==> src/rtl/spi_eeprom_slave.sv <==
// spi_eeprom_slave
//   SPI mode-0 responder emulating a small 25AA-style serial EEPROM
//   (WREN/WRDI/RDSR/WRITE/READ). The SPI lines are oversampled with clk_50M;
//   SCK is never used as a clock.
//
// Ports
//   clk_50M    system clock (the only clock)
//   reset      synchronous, active-high reset
//   spi_csn    chip select, active low
//   spi_sck    SPI clock, CPOL=0 / CPHA=0
//   spi_si     MOSI
//   spi_so     MISO, driven 0 whenever not shifting out read/status data
//   wel        write-enable latch (status bit 1)
//   wip        write in progress (status bit 0)
//   wr_strobe  one-cycle pulse when a byte is committed to the array
//   wr_addr    address of the last commit
//   wr_data    data of the last commit
//
// Configuration macro
//   SPI_EEPROM_SLAVE_WIP_TIMER_EN : when defined, every commit holds wip high
//   for WRITE_CYCLES clocks; only RDSR is honoured meanwhile. When undefined,
//   wip is tied low and WRITE_CYCLES is unused.
module spi_eeprom_slave #(
    parameter int ADDR_W       = 4,
    parameter int WRITE_CYCLES = 250
) (
    input  logic              clk_50M,
    input  logic              reset,
    input  logic              spi_csn,
    input  logic              spi_sck,
    input  logic              spi_si,
    output logic              spi_so,
    output logic              wel,
    output logic              wip,
    output logic              wr_strobe,
    output logic [ADDR_W-1:0] wr_addr,
    output logic [7:0]        wr_data
);

    typedef enum logic [2:0] {IDLE, CMD, ADDR, WDATA, RDATA, STAT, IGNORE} state_t;

    localparam logic [7:0] OP_WRITE = 8'h02;
    localparam logic [7:0] OP_READ  = 8'h03;
    localparam logic [7:0] OP_WRDI  = 8'h04;
    localparam logic [7:0] OP_RDSR  = 8'h05;
    localparam logic [7:0] OP_WREN  = 8'h06;

    state_t state, state_nxt;

    logic [1:0]        csn_sync, sck_sync, si_sync;
    logic              csn_q, sck_q;
    logic              csn_fall, csn_rise, sck_rise, sck_fall;
    logic [2:0]        bit_cnt;
    logic [1:0]        byte_cnt;
    logic [6:0]        shift_in;
    logic [7:0]        byte_in;
    logic              byte_done;
    logic [ADDR_W-1:0] addr, addr_inc, addr_in;
    logic [7:0]        wbuf;
    logic              overrun;
    logic              is_read;
    logic [7:0]        tx_shift;
    logic [7:0]        status;
    logic              commit;
    logic              cmd_ok;

    logic [7:0] mem [2**ADDR_W];

    // Synchronizers keep sampling through reset so that a frame already in
    // progress when reset drops is not mistaken for a fresh CSN fall.
    always_ff @(posedge clk_50M) begin
        csn_sync <= {csn_sync[0], spi_csn};
        sck_sync <= {sck_sync[0], spi_sck};
        si_sync  <= {si_sync[0], spi_si};
        csn_q    <= csn_sync[1];
        sck_q    <= sck_sync[1];
    end

    assign csn_fall = csn_q & ~csn_sync[1];
    assign csn_rise = ~csn_q & csn_sync[1];
    // SCK edges only count while synced CSN is low, so a CSN rise landing
    // with an SCK rise drops the partial bit.
    assign sck_rise = ~sck_q & sck_sync[1] & ~csn_sync[1];
    assign sck_fall = sck_q & ~sck_sync[1] & ~csn_sync[1];

    assign byte_in   = {shift_in, si_sync[1]};
    assign byte_done = sck_rise && (state != IDLE) && (bit_cnt == 3'd7);
    assign addr_inc  = addr + ADDR_W'(1);
    assign addr_in   = byte_in[ADDR_W-1:0];
    assign status    = {6'b0, wel, wip};
    assign cmd_ok    = !wip || (byte_in == OP_RDSR);

    // Exactly three whole bytes and nothing after them.
    assign commit = csn_rise && (state == WDATA) && (byte_cnt == 2'd3) &&
                    (bit_cnt == 3'd0) && !overrun;

    always_ff @(posedge clk_50M) begin
        if (reset) state <= IDLE;
        else       state <= state_nxt;
    end

    always_comb begin
        state_nxt = state;
        if (csn_rise) begin
            state_nxt = IDLE;
        end else begin
            case (state)
                IDLE: if (csn_fall) state_nxt = CMD;
                CMD: if (byte_done) begin
                    if (!cmd_ok) begin
                        state_nxt = IGNORE;
                    end else begin
                        case (byte_in)
                            OP_RDSR:  state_nxt = STAT;
                            OP_READ:  state_nxt = ADDR;
                            OP_WRITE: state_nxt = wel ? ADDR : IGNORE;
                            default:  state_nxt = IGNORE;
                        endcase
                    end
                end
                ADDR: if (byte_done) state_nxt = is_read ? RDATA : WDATA;
                default: state_nxt = state;
            endcase
        end
    end

    always_ff @(posedge clk_50M) begin
        if (reset) begin
            bit_cnt   <= '0;
            byte_cnt  <= '0;
            shift_in  <= '0;
            addr      <= '0;
            wbuf      <= '0;
            overrun   <= 1'b0;
            is_read   <= 1'b0;
            tx_shift  <= '0;
            spi_so    <= 1'b0;
            wel       <= 1'b0;
            wr_strobe <= 1'b0;
            wr_addr   <= '0;
            wr_data   <= '0;
        end else begin
            wr_strobe <= commit;
            if (commit) begin
                wr_addr <= addr;
                wr_data <= wbuf;
                wel     <= 1'b0;
            end

            if (state == IDLE) begin
                if (csn_fall) begin
                    bit_cnt  <= '0;
                    byte_cnt <= '0;
                    shift_in <= '0;
                    overrun  <= 1'b0;
                end
            end else if (sck_rise) begin
                shift_in <= byte_in[6:0];
                bit_cnt  <= bit_cnt + 3'd1;
                if (bit_cnt == 3'd7 && byte_cnt != 2'd3) byte_cnt <= byte_cnt + 2'd1;
                if (state == WDATA && byte_cnt == 2'd3) overrun <= 1'b1;
            end

            if (byte_done) begin
                case (state)
                    CMD: if (cmd_ok) begin
                        case (byte_in)
                            OP_WREN:  wel <= 1'b1;
                            OP_WRDI:  wel <= 1'b0;
                            OP_READ:  is_read <= 1'b1;
                            OP_WRITE: is_read <= 1'b0;
                            OP_RDSR:  tx_shift <= status;
                            default:  ;
                        endcase
                    end
                    ADDR: begin
                        addr <= addr_in;
                        if (is_read) tx_shift <= mem[addr_in];
                    end
                    // byte_cnt is still 2 on the first data byte
                    WDATA: if (byte_cnt == 2'd2) wbuf <= byte_in;
                    RDATA: begin
                        addr     <= addr_inc;
                        tx_shift <= mem[addr_inc];
                    end
                    STAT: tx_shift <= status;
                    default: ;
                endcase
            end

            // MISO is registered and advances on SCK fall so the MSB of a byte
            // loaded at a byte boundary goes out on the following fall.
            if (csn_rise) begin
                spi_so <= 1'b0;
            end else if (state == RDATA || state == STAT) begin
                if (sck_fall) begin
                    spi_so   <= tx_shift[7];
                    tx_shift <= {tx_shift[6:0], 1'b0};
                end
            end else begin
                spi_so <= 1'b0;
            end
        end
    end

    // Array is not reset.
    always_ff @(posedge clk_50M) begin
        if (commit) mem[addr] <= wbuf;
    end

`ifdef SPI_EEPROM_SLAVE_WIP_TIMER_EN
    localparam int CNT_W = $clog2(WRITE_CYCLES + 1);
    logic [CNT_W-1:0] wip_cnt;

    // wip rises the cycle after wr_strobe and stays up WRITE_CYCLES cycles.
    always_ff @(posedge clk_50M) begin
        if (reset) begin
            wip     <= 1'b0;
            wip_cnt <= '0;
        end else if (wr_strobe) begin
            wip     <= 1'b1;
            wip_cnt <= CNT_W'(WRITE_CYCLES - 1);
        end else if (wip) begin
            if (wip_cnt == '0) wip <= 1'b0;
            else               wip_cnt <= wip_cnt - 1'b1;
        end
    end
`else
    logic unused_write_cycles;
    assign unused_write_cycles = (WRITE_CYCLES != 0);
    assign wip = 1'b0;
`endif

endmodule
==> config.mk <==
export PLATFORM = sky130hd
export DESIGN_NAME = spi_eeprom_slave
export DESIGN_NICKNAME = d
export VERILOG_FILES = /design/src/rtl/spi_eeprom_slave.sv
export SDC_FILE = /design/constraint.sdc
export NUM_CORES = 1
export LEC_CHECK = 0
export CAP_MARGIN = 10
export CORE_UTILIZATION = 40
export DETAILED_ROUTE_END_ITERATION = 10
export PLACE_DENSITY_LB_ADDON = 0.25
export SYNTH_ARGS = -nofsm -noshare
export SYNTH_HDL_FRONTEND = slang
export SYNTH_SLANG_ARGS = --single-unit
==> constraint.sdc <==
create_clock -name clk_50M -period 4.7 [get_ports clk_50M]
set_input_delay 1.175 -clock clk_50M [delete_from_list [all_inputs] [get_ports clk_50M]]
set_output_delay 1.175 -clock clk_50M [all_outputs]
set_load 0.02 [all_outputs]
**Word level (Yosys, flattened, before mapping)**

Memory sizes are Yosys's and may differ from the RTL's.
Cells that the tools add are included.
Widths: inputs -> output; s select.

- Add/subtract/negate cells: 3
- Multipliers: 0
- Div/mod/pow operators: 0
- Magnitude comparators: 0
- Equality and inequality tests: 17
- Shift-type cells: 0
- Multiplexer cells: 36
- Bitwise operators: 11
- Reduce and logical (&&, ||, !) cells: 28

Operator list:

| operator | count |
|---|---|
| $mux 8 | 6 |
| $pmux 8 s4 | 1 |
| $eq 8x3->1 const B | 3 |
| $mux 3 | 8 |
| $mux 7 | 3 |
| $pmux 3 s3 | 2 |
| $eq 8x2->1 const B | 2 |
| $reduce_and 3->1 | 4 |
| $reduce_bool 2->1 | 5 |
| $eq 3x3->1 const B | 3 |
| $mux 1 | 9 |
| $logic_and 1x1->1 | 8 |
| $mux 2 | 4 |
| $ne 2x2->1 const B | 4 |
| $pmux 4 s2 | 1 |
| $and 1x1->1 | 6 |
| $eq 3x2->1 const B | 2 |
| $logic_not 3->1 | 2 |
| $reduce_bool 3->1 | 2 |
| $not 1->1 | 5 |
| $add 4x1->4 const B | 1 |
| $eq 2x2->1 const B | 2 |
| $pmux 1 s2 | 2 |
| $reduce_and 2->1 | 2 |
| other kinds (8) | 8 |

- Register bits after elaboration: 60
- Bits in latches: 0
- Bits in writable memories: 128
- Bits in read-only memories: 0
- Bits of input ports: 5
- Output and inout port bits: 16
- Memories: 1

Memory list:

| name | words | width | rd ports | clocked after memory_dff | wr ports | RTL line | RTL |
|---|---|---|---|---|---|---|---|
| mem | 16 | 8 | 2 | 0 | 1 | 67 | `logic [7:0] mem [2**ADDR_W];` |

**Longest topological paths before layout**

Gate-level depths: netlist of run 1.

- Depth after elaboration: 10
- Gate-level depth with buffers: 10
- Depth with buffers taken out: 7

**Worst setup path before layout of run 1**

OpenSTA, ideal clock, no wires.

- Kind: flip-flop to flip-flop
- Start: reg addr[0]
- End: reg tx_shift[0]
- Setup time: 0.122 ns
- Data arrival time: 2.553 ns
- Setup slack: 2.026 ns
- Stages on the path, launching flop included: 11
- Path buffers: 4
- Period minus slack after synthesis: 2.674 ns
- Path through: dfxtp_1 > buf_6 > buf_2 > inv_1 > ha_1 > clkbuf_1 > clkbuf_1 > mux4_2 > mux2_2 > a221oi_2 > a21oi_1

- Longest elaborated chain between the ends: 7

Ends and longest elaborated chain:

| element | RTL line | RTL |
|---|---|---|
| from (decl) | 58 | `logic [ADDR_W-1:0] addr, addr_inc, addr_in;` |
| from (signal assigned) | 177 | `addr <= addr_in;` |
| from (signal assigned) | 183 | `addr <= addr_inc;` |
| $add 4x1->4 (*) | 88 | `assign addr_inc = addr + ADDR_W'(1);` |
| $mem_v2 16x8 (*) | - |  |
| $pmux 8 s4 (*) | 165 | `case (state)` |
| $mux 8 (*) | 164 | `if (byte_done) begin` |
| $mux 8 | 196 | `if (sck_fall) begin` |
| $mux 8 | 195 | `end else if (state == RDATA \|\| state == STAT) begin` |
| $mux 8 (*) | 193 | `if (csn_rise) begin` |
| to (signal assigned) | 172 | `OP_RDSR: tx_shift <= status;` |
| to (signal assigned) | 178 | `if (is_read) tx_shift <= mem[addr_in];` |
| to (signal assigned) | 198 | `tx_shift <= {tx_shift[6:0], 1'b0};` |
| to (decl) | 62 | `logic [7:0] tx_shift;` |

Every way passes the cells marked *; elsewhere a longest branch is shown, timed or not.
A chain may end at the register's enable or synchronous reset.

**Final worst setup path of run 1**

- Start: reg addr[1]
- End: reg tx_shift[0]

Same word-level chain as after synthesis.

==> results.md, run 1 <==
* Commonest non-fill, non-tap cell in the layout: edfxtp_1
* Switching power total at roughly 670 µW
* Highest metal used: met4
* Antenna-violating nets left at 0
* WL per Instance at around 23 µm
* Final hold violations at 0
* CP Max Fanout at 22
* Sequential share of the synthesized area at 58.11%
* Final nets at a little under 600
* Syn Inst Count at 575
* Hold EP: sck_sync[1]
* Hpwl dp at 13.44 mm
* Outcome: finished clean
* Deepest clock path buffer count at 2
* Fillers at 1799
* Most frequent cells in the layout: edfxtp_1, dfxtp_1, nor2_1, mux4_2, mux2i_1
* Seq pwr share at 53.1%
* Reg-to-reg startpoint: addr[1]
* CP startpoint kind: flip-flop
* RSZ-0062 raised after global routing: no
* CTS sink count at 188
* Share of total power in the clock network at 45.6%
* Fraction of layout cells with a size suffix above 1 at between 20 and 25%
* Vias per cell at 5.850
* Ys async rst share at 0%
* WHS Path Cells at 0
* Die span in x at 149.3 µm
* Mean Syn Cell Area at 15.10 µm²
* PwrDens at 341.4 nW/µm²
* Area Overhead vs Synth at 11.63%
* Leading area contributor after synthesis: edfxtp_1
* Leakage at between 0.003 and 0.004 µW
* H-tree depth at 4
* WP data arrival at between 3 and 4 ns
* CTS root buffer: clkbuf_16
* Pin count of the biggest net entering global routing at 50
* CTS tree: yes
* R2r worst-path depth at 7
* Slew Viols, Final at 0
* Register-to-Register Setup Slack at 1.79 ns
* 1st-iter DRT viols at about 500
* Post-Syn Area at slightly below 9000 µm²
* DRC errors left at 0
* Number of global-route vias before repair at 5123
* Worst-Skew Late Latency at 0.44 ns
* R2R Path End: tx_shift[0]
* Core ar. at 21150 µm²
* Number of synthesized flops with an enable pin at 128
* Hold Path Origin: sck_sync[0]
* GRT Residual Overflow at 0
* Routability Congestion at 0.8318
* Final Setup Violations at 0
* Worst slew margin at around 34%
* Via count at 5072
* CP Capture Type: flip-flop
* Clock skew at 0.01078 ns
* DIE AREA at between 20000 and 25000 µm²
* Drt total wl at 20.33 mm
* Post-synthesis cell type count at 58
* Synth warn at 0
* Kind of critical path: flip-flop to flip-flop
* Mapped Nets at about 590
* Top FF cell, synth: edfxtp_1
* Reg area at 5049 µm²
* Hold buffer count at CTS at 0
* Switching share of power at 20.12%
* Fmax at between 300 and 400 MHz
* Area of the multi-input gates at 3407 µm²
* Port Buffers at 19
* Initial Util at between 40% and 50%
* Setup Fix Bufs, Post-CTS at 0
* MaxCap Viol Count at 0
* Met2 wire length at approximately 9.8 mm
* PostCTS Resize Cnt at 0
* Share of the synthesized area in the top cell type at 44.28%
* Final worst slack at 1.793 ns
* Pre-CTS setup slack at 1.838 ns
* Worst Hold Class: flip-flop to flip-flop
* Wire length on met3 at 1.102 mm
* Worst EP required at ~5.0 ns
* Peak supply drop at roughly 0.00025 V
* Pre-Repair DR Iteration Count at 5
* I/O pins at 21
* CTS buffer count at 17
* Met1 wire length at 8.862 mm
* Site row count at 53
* Logic pwr share at under 10%
* Clock transition at the registers of the reported paths at approximately 0.07 ns
* Tightest Pin Transition at ~1 ns
* Die Y at approximately 150 µm
* All-layer global routing usage at around a fifth
* Ant diodes at 0
* Antenna violations before repair at 0
* First-pass GRT wire length at between 30 and 40 mm
* Minimum clock period at about 2.9 ns
* Synth top area cells: edfxtp_1, mux4_2, dfxtp_1, mux2i_1, mux4_1
* Fin Setup TNS at 0 ns
* Final period utilization at 61.86%
* P_int at 2642 µW
* Synth Register Bits at 188
[cells by family (layout without fill, tap and decap cells)]
group | Yosys count | after routing | share of synthesized area, %
other | 1 | 1 | 0.04320
flip-flops | 188 | 188 | 58.11
AND/OR/NAND/NOR | 136 | 136 | 8.230
AO/OA/AOI/OAI | 71 | 71 | 5.477
XOR/XNOR | 5 | 5 | 0.5911
multiplexers | 119 | 119 | 23.61
adder cells (fa/ha/maj) | 9 | 9 | 1.297
buffers and inverters | 46 | 63 | 2.638
[how the worst max path moves through the flow]
stage,slack (ns),end,start
2_1_floorplan,2.03,tx_shift[0],addr[0]
3_3_place_gp,1.91,tx_shift[1],addr[0]
3_5_place_dp,1.84,tx_shift[0],addr[1]
4_1_cts,1.80,tx_shift[0],addr[1]
5_1_grt,1.63,tx_shift[1],addr[0]
6_report,1.79,tx_shift[0],addr[1]
[flip-flops by register name, summed over array words and instances, names as in the netlist, 2 cells and up]
name,cells
byte_cnt,2
mem,128
shift_in,7
wr_data,8
csn_sync,2
wr_addr,4
wbuf,8
bit_cnt,3
addr,4
sck_sync,2
state,3
tx_shift,8
si_sync,2
[power by group through the flow]
stage	registers, µW	logic [µW]	clock network (µW)
3_5_place_dp	1790	40.7	0
2_1_floorplan	1790	35.8	0
6_report	1760	41.3	1510
3_3_place_gp	1790	40.3	0
5_1_grt	1760	44.5	1590
4_1_cts	1760	41.0	1520
[metrics by stage]
| step | std cells | area, µm² | hold slack [ns] | util [%] | power (µW) |
|---|---|---|---|---|---|
| after detailed placement | 835 | 9052 | 0.3128 | 42.79 | 1835 |
| after floorplan | 575 | 8681 | 0.3096 | - | 1822 |
| final | 867 | 9691 | 0.3300 | 45.81 | 3308 |
| after global placement | 835 | 9052 | 0.3108 | 42.79 | 1834 |
| after global routing | 867 | 9691 | 0.3467 | 45.81 | 3395 |
| after CTS | 867 | 9691 | 0.3291 | 45.81 | 3322 |
[synthesized netlist by cell type (2+ instances only)]
cell type,instances
o21bai_1,4
a211oi_1,6
edfxtp_1,128
nor2b_1,6
nor2_1,54
a22oi_1,11
o211ai_1,2
xor2_1,2
xnor2_1,2
and4bb_2,2
nand2b_1,2
dfxtp_1,60
nand3_1,4
mux2_2,16
a31oi_1,6
nor3b_1,4
a221oi_2,2
buf_4,4
mux2i_1,39
or3_1,2
nor2_2,2
ha_1,9
o21ai_0,14
nand4_1,5
nor4_1,2
and3_1,2
nor3_1,8
and4b_1,2
buf_1,3
a21oi_1,19
and2_1,19
mux4_2,54
inv_1,6
nand2_1,13
mux4_1,10
buf_2,13
clkbuf_1,17
[worst max-delay path, stage by stage, from the launching register on]
cell      delay [ns]
dfxtp_1         0.41
inv_1           0.10
ha_1            0.95
buf_4           0.37
mux4_1          0.33
mux2_2          0.30
a221oi_2        0.23
a21oi_1         0.09
[layer usage]
layer	global-route usage, %	vias up
met1	25.98	2624
li1	-	2269
met5	0	-
met4	7.959	0
met2	31.70	153
met3	3.700	26
[cell type report]
cell class                      instances  area share, %
Timing Repair Buffer                   25          2.376
Clock buffer                           25          6.017
Inverter                                6         0.2324
Multi-Input combinational cell        341          35.16
Clock inverter                          7         0.5681
Sequential cell                       188          52.10
Tap cell                              275          3.551
Note: power is estimated with default switching activity, not from simulation.
==> run 2: changes to the inputs <==
==> constraint.sdc (replaced) <==
create_clock -name clk_50M -period 3 [get_ports clk_50M]
set_input_delay 0.75 -clock clk_50M [delete_from_list [all_inputs] [get_ports clk_50M]]
set_output_delay 0.75 -clock clk_50M [all_outputs]
set_load 0.02 [all_outputs]
==> results.md, run 2 (synthesized netlist as in run 1, its figures left out) <==
* Initial Util at between 40% and 50%
* Most flops, register: mem
* Setup Fix Bufs, Post-CTS at 0
* Tightest Pin Transition at 0.8949 ns
* CP Capture Type: flip-flop
* I/O pins at 21
* H-tree depth at 4
* Pre-Repair DR Iteration Count at 7
* Post-route cell area at 9708 µm²
* Register-to-Register Setup Slack at slightly above 0.5 ns
* CTS root buffer: clkbuf_16
* Final nets at 596
* CTS buffer count at 17
* Final period utilization at between 80% and 90%
* Fin Setup TNS at 0 ns
* Ant diodes at 0
* Pin count of the biggest net entering global routing at 50
* Clock transition at the registers of the reported paths at 0.07 ns
* Peak supply drop at a little over 0.0004 V
* Site row count at 53
* RSZ-0062 raised after global routing: no
* Worst slew margin at 40.34%
* Routability Congestion at 0.8877
* Kind of critical path: flip-flop to flip-flop
* Fraction of layout cells with a size suffix above 1 at 21.34%
* Outcome: finished clean
* Deepest clock path buffer count at 2
* Hold Path Origin: sck_sync[0]
* CTS tree: yes
* Number of global-route vias before repair at a little over 5000
* Area Overhead vs Synth at 11.83%
* Commonest non-fill, non-tap cell in the layout: edfxtp_1
* Antenna-violating nets left at 0
* Crit path launch: byte_cnt[0]
* Dpl cell area at just over 9000 µm²
* Clock skew at 0.008894 ns
* DIE AREA at 22300 µm²
* Inst Count DP at 838
* Reg-to-reg startpoint: byte_cnt[0]
* Final Setup Violations at 0
* Core ar. at 21150 µm²
* First-pass GRT wire length at 31.17 mm
* Slew Viols, Final at 0
* Hold_ws at 0.3273 ns
* Minimum clock period at 2.490 ns
* Final hold violations at 0
* PostCTS Resize Cnt at 0
* WP data arrival at 2.57 ns
* MaxCap Viol Count at 0
* Most frequent cells in the layout: edfxtp_1, dfxtp_1, nor2_1, mux4_2, mux2i_1
* GRT Residual Overflow at 0
* Max reg flops at 128
* Worst Hold Class: flip-flop to flip-flop
* CP Max Fanout at 8
* Worst-Skew Late Latency at 0.43 ns
* DRC errors left at 0
* Vias per cell at 5.836
* Finished Layout Cells at 870
* WL per Instance at ~24 µm
* Die span in x at 149.3 µm
* PwrDens at 530.5 nW/µm²
* Antenna violations before repair at 0
* All-layer global routing usage at 19.61%
* Fmax at 401.6 MHz
* Hold buffer count at CTS at 0
* CP startpoint kind: flip-flop
* Leakage at 0.003132 µW
* Via count at ~5100
* Drt total wl at between 20 and 25 mm
* CTS sink count at 188
* 1st-iter DRT viols at approximately 550
* Port Buffers at 19
* Hpwl dp at 13.93 mm
* Die Y at 149.3 µm
* Worst EP required at 3.08 ns
run 2: area by class of cell:
cell class	instances	area, µm²
clock buffers	17	425.4
clock inverters	15	182.7
fillers	1820	11450
inverters	6	22.52
multi-input cells	341	3407
flip-flops and latches	188	5049
well taps	275	344.1
repair buffers	28	277.8
run 2: path summary, 6_finish.rpt:
kind / endpoint / cells after the start
min reg2reg: sck_sync[1] / 0
min: sck_sync[1] / 0
max: mem[9][5] / 5
max reg2reg: mem[9][5] / 5
run 2: metrics by stage:
step / setup WS (ns) / util (%) / total power [µW]
after CTS: 0.5276 / 45.89 / 5178
after global placement: 0.5936 / 43.02 / 2874
after floorplan: 0.3258 / - / 2854
after detailed placement: 0.5317 / 43.02 / 2876
final: 0.5102 / 45.89 / 5150
after global routing: 0.3421 / 45.89 / 5291
run 2: layer usage:
metal  share of wire [%]  up-vias  GRT usage, %  wire, µm
met3                 7.3       24         4.128      1509
met1                  43     2564         27.21      8853
met5                   0        -             0         0
li1                    -     2282             -         -
met2                  48      207         31.05      9924
met4                 1.3        0         5.765       261
run 2: power breakdown:
group          total [µW]  leakage, µW  internal [µW]  switching (µW)
combinational        74.9      0.00117           29.9            45.0
clock                2330     0.000291           1330            1010
sequential           2740      0.00167           2740            6.01
run 2: critical path: stages (launching register included):
cell and delay (ns):
dfxtp_1 0.38, ha_1 0.25, and4b_1 0.25, nand4_1 0.30
nor3b_1 0.48, and2_1 0.48
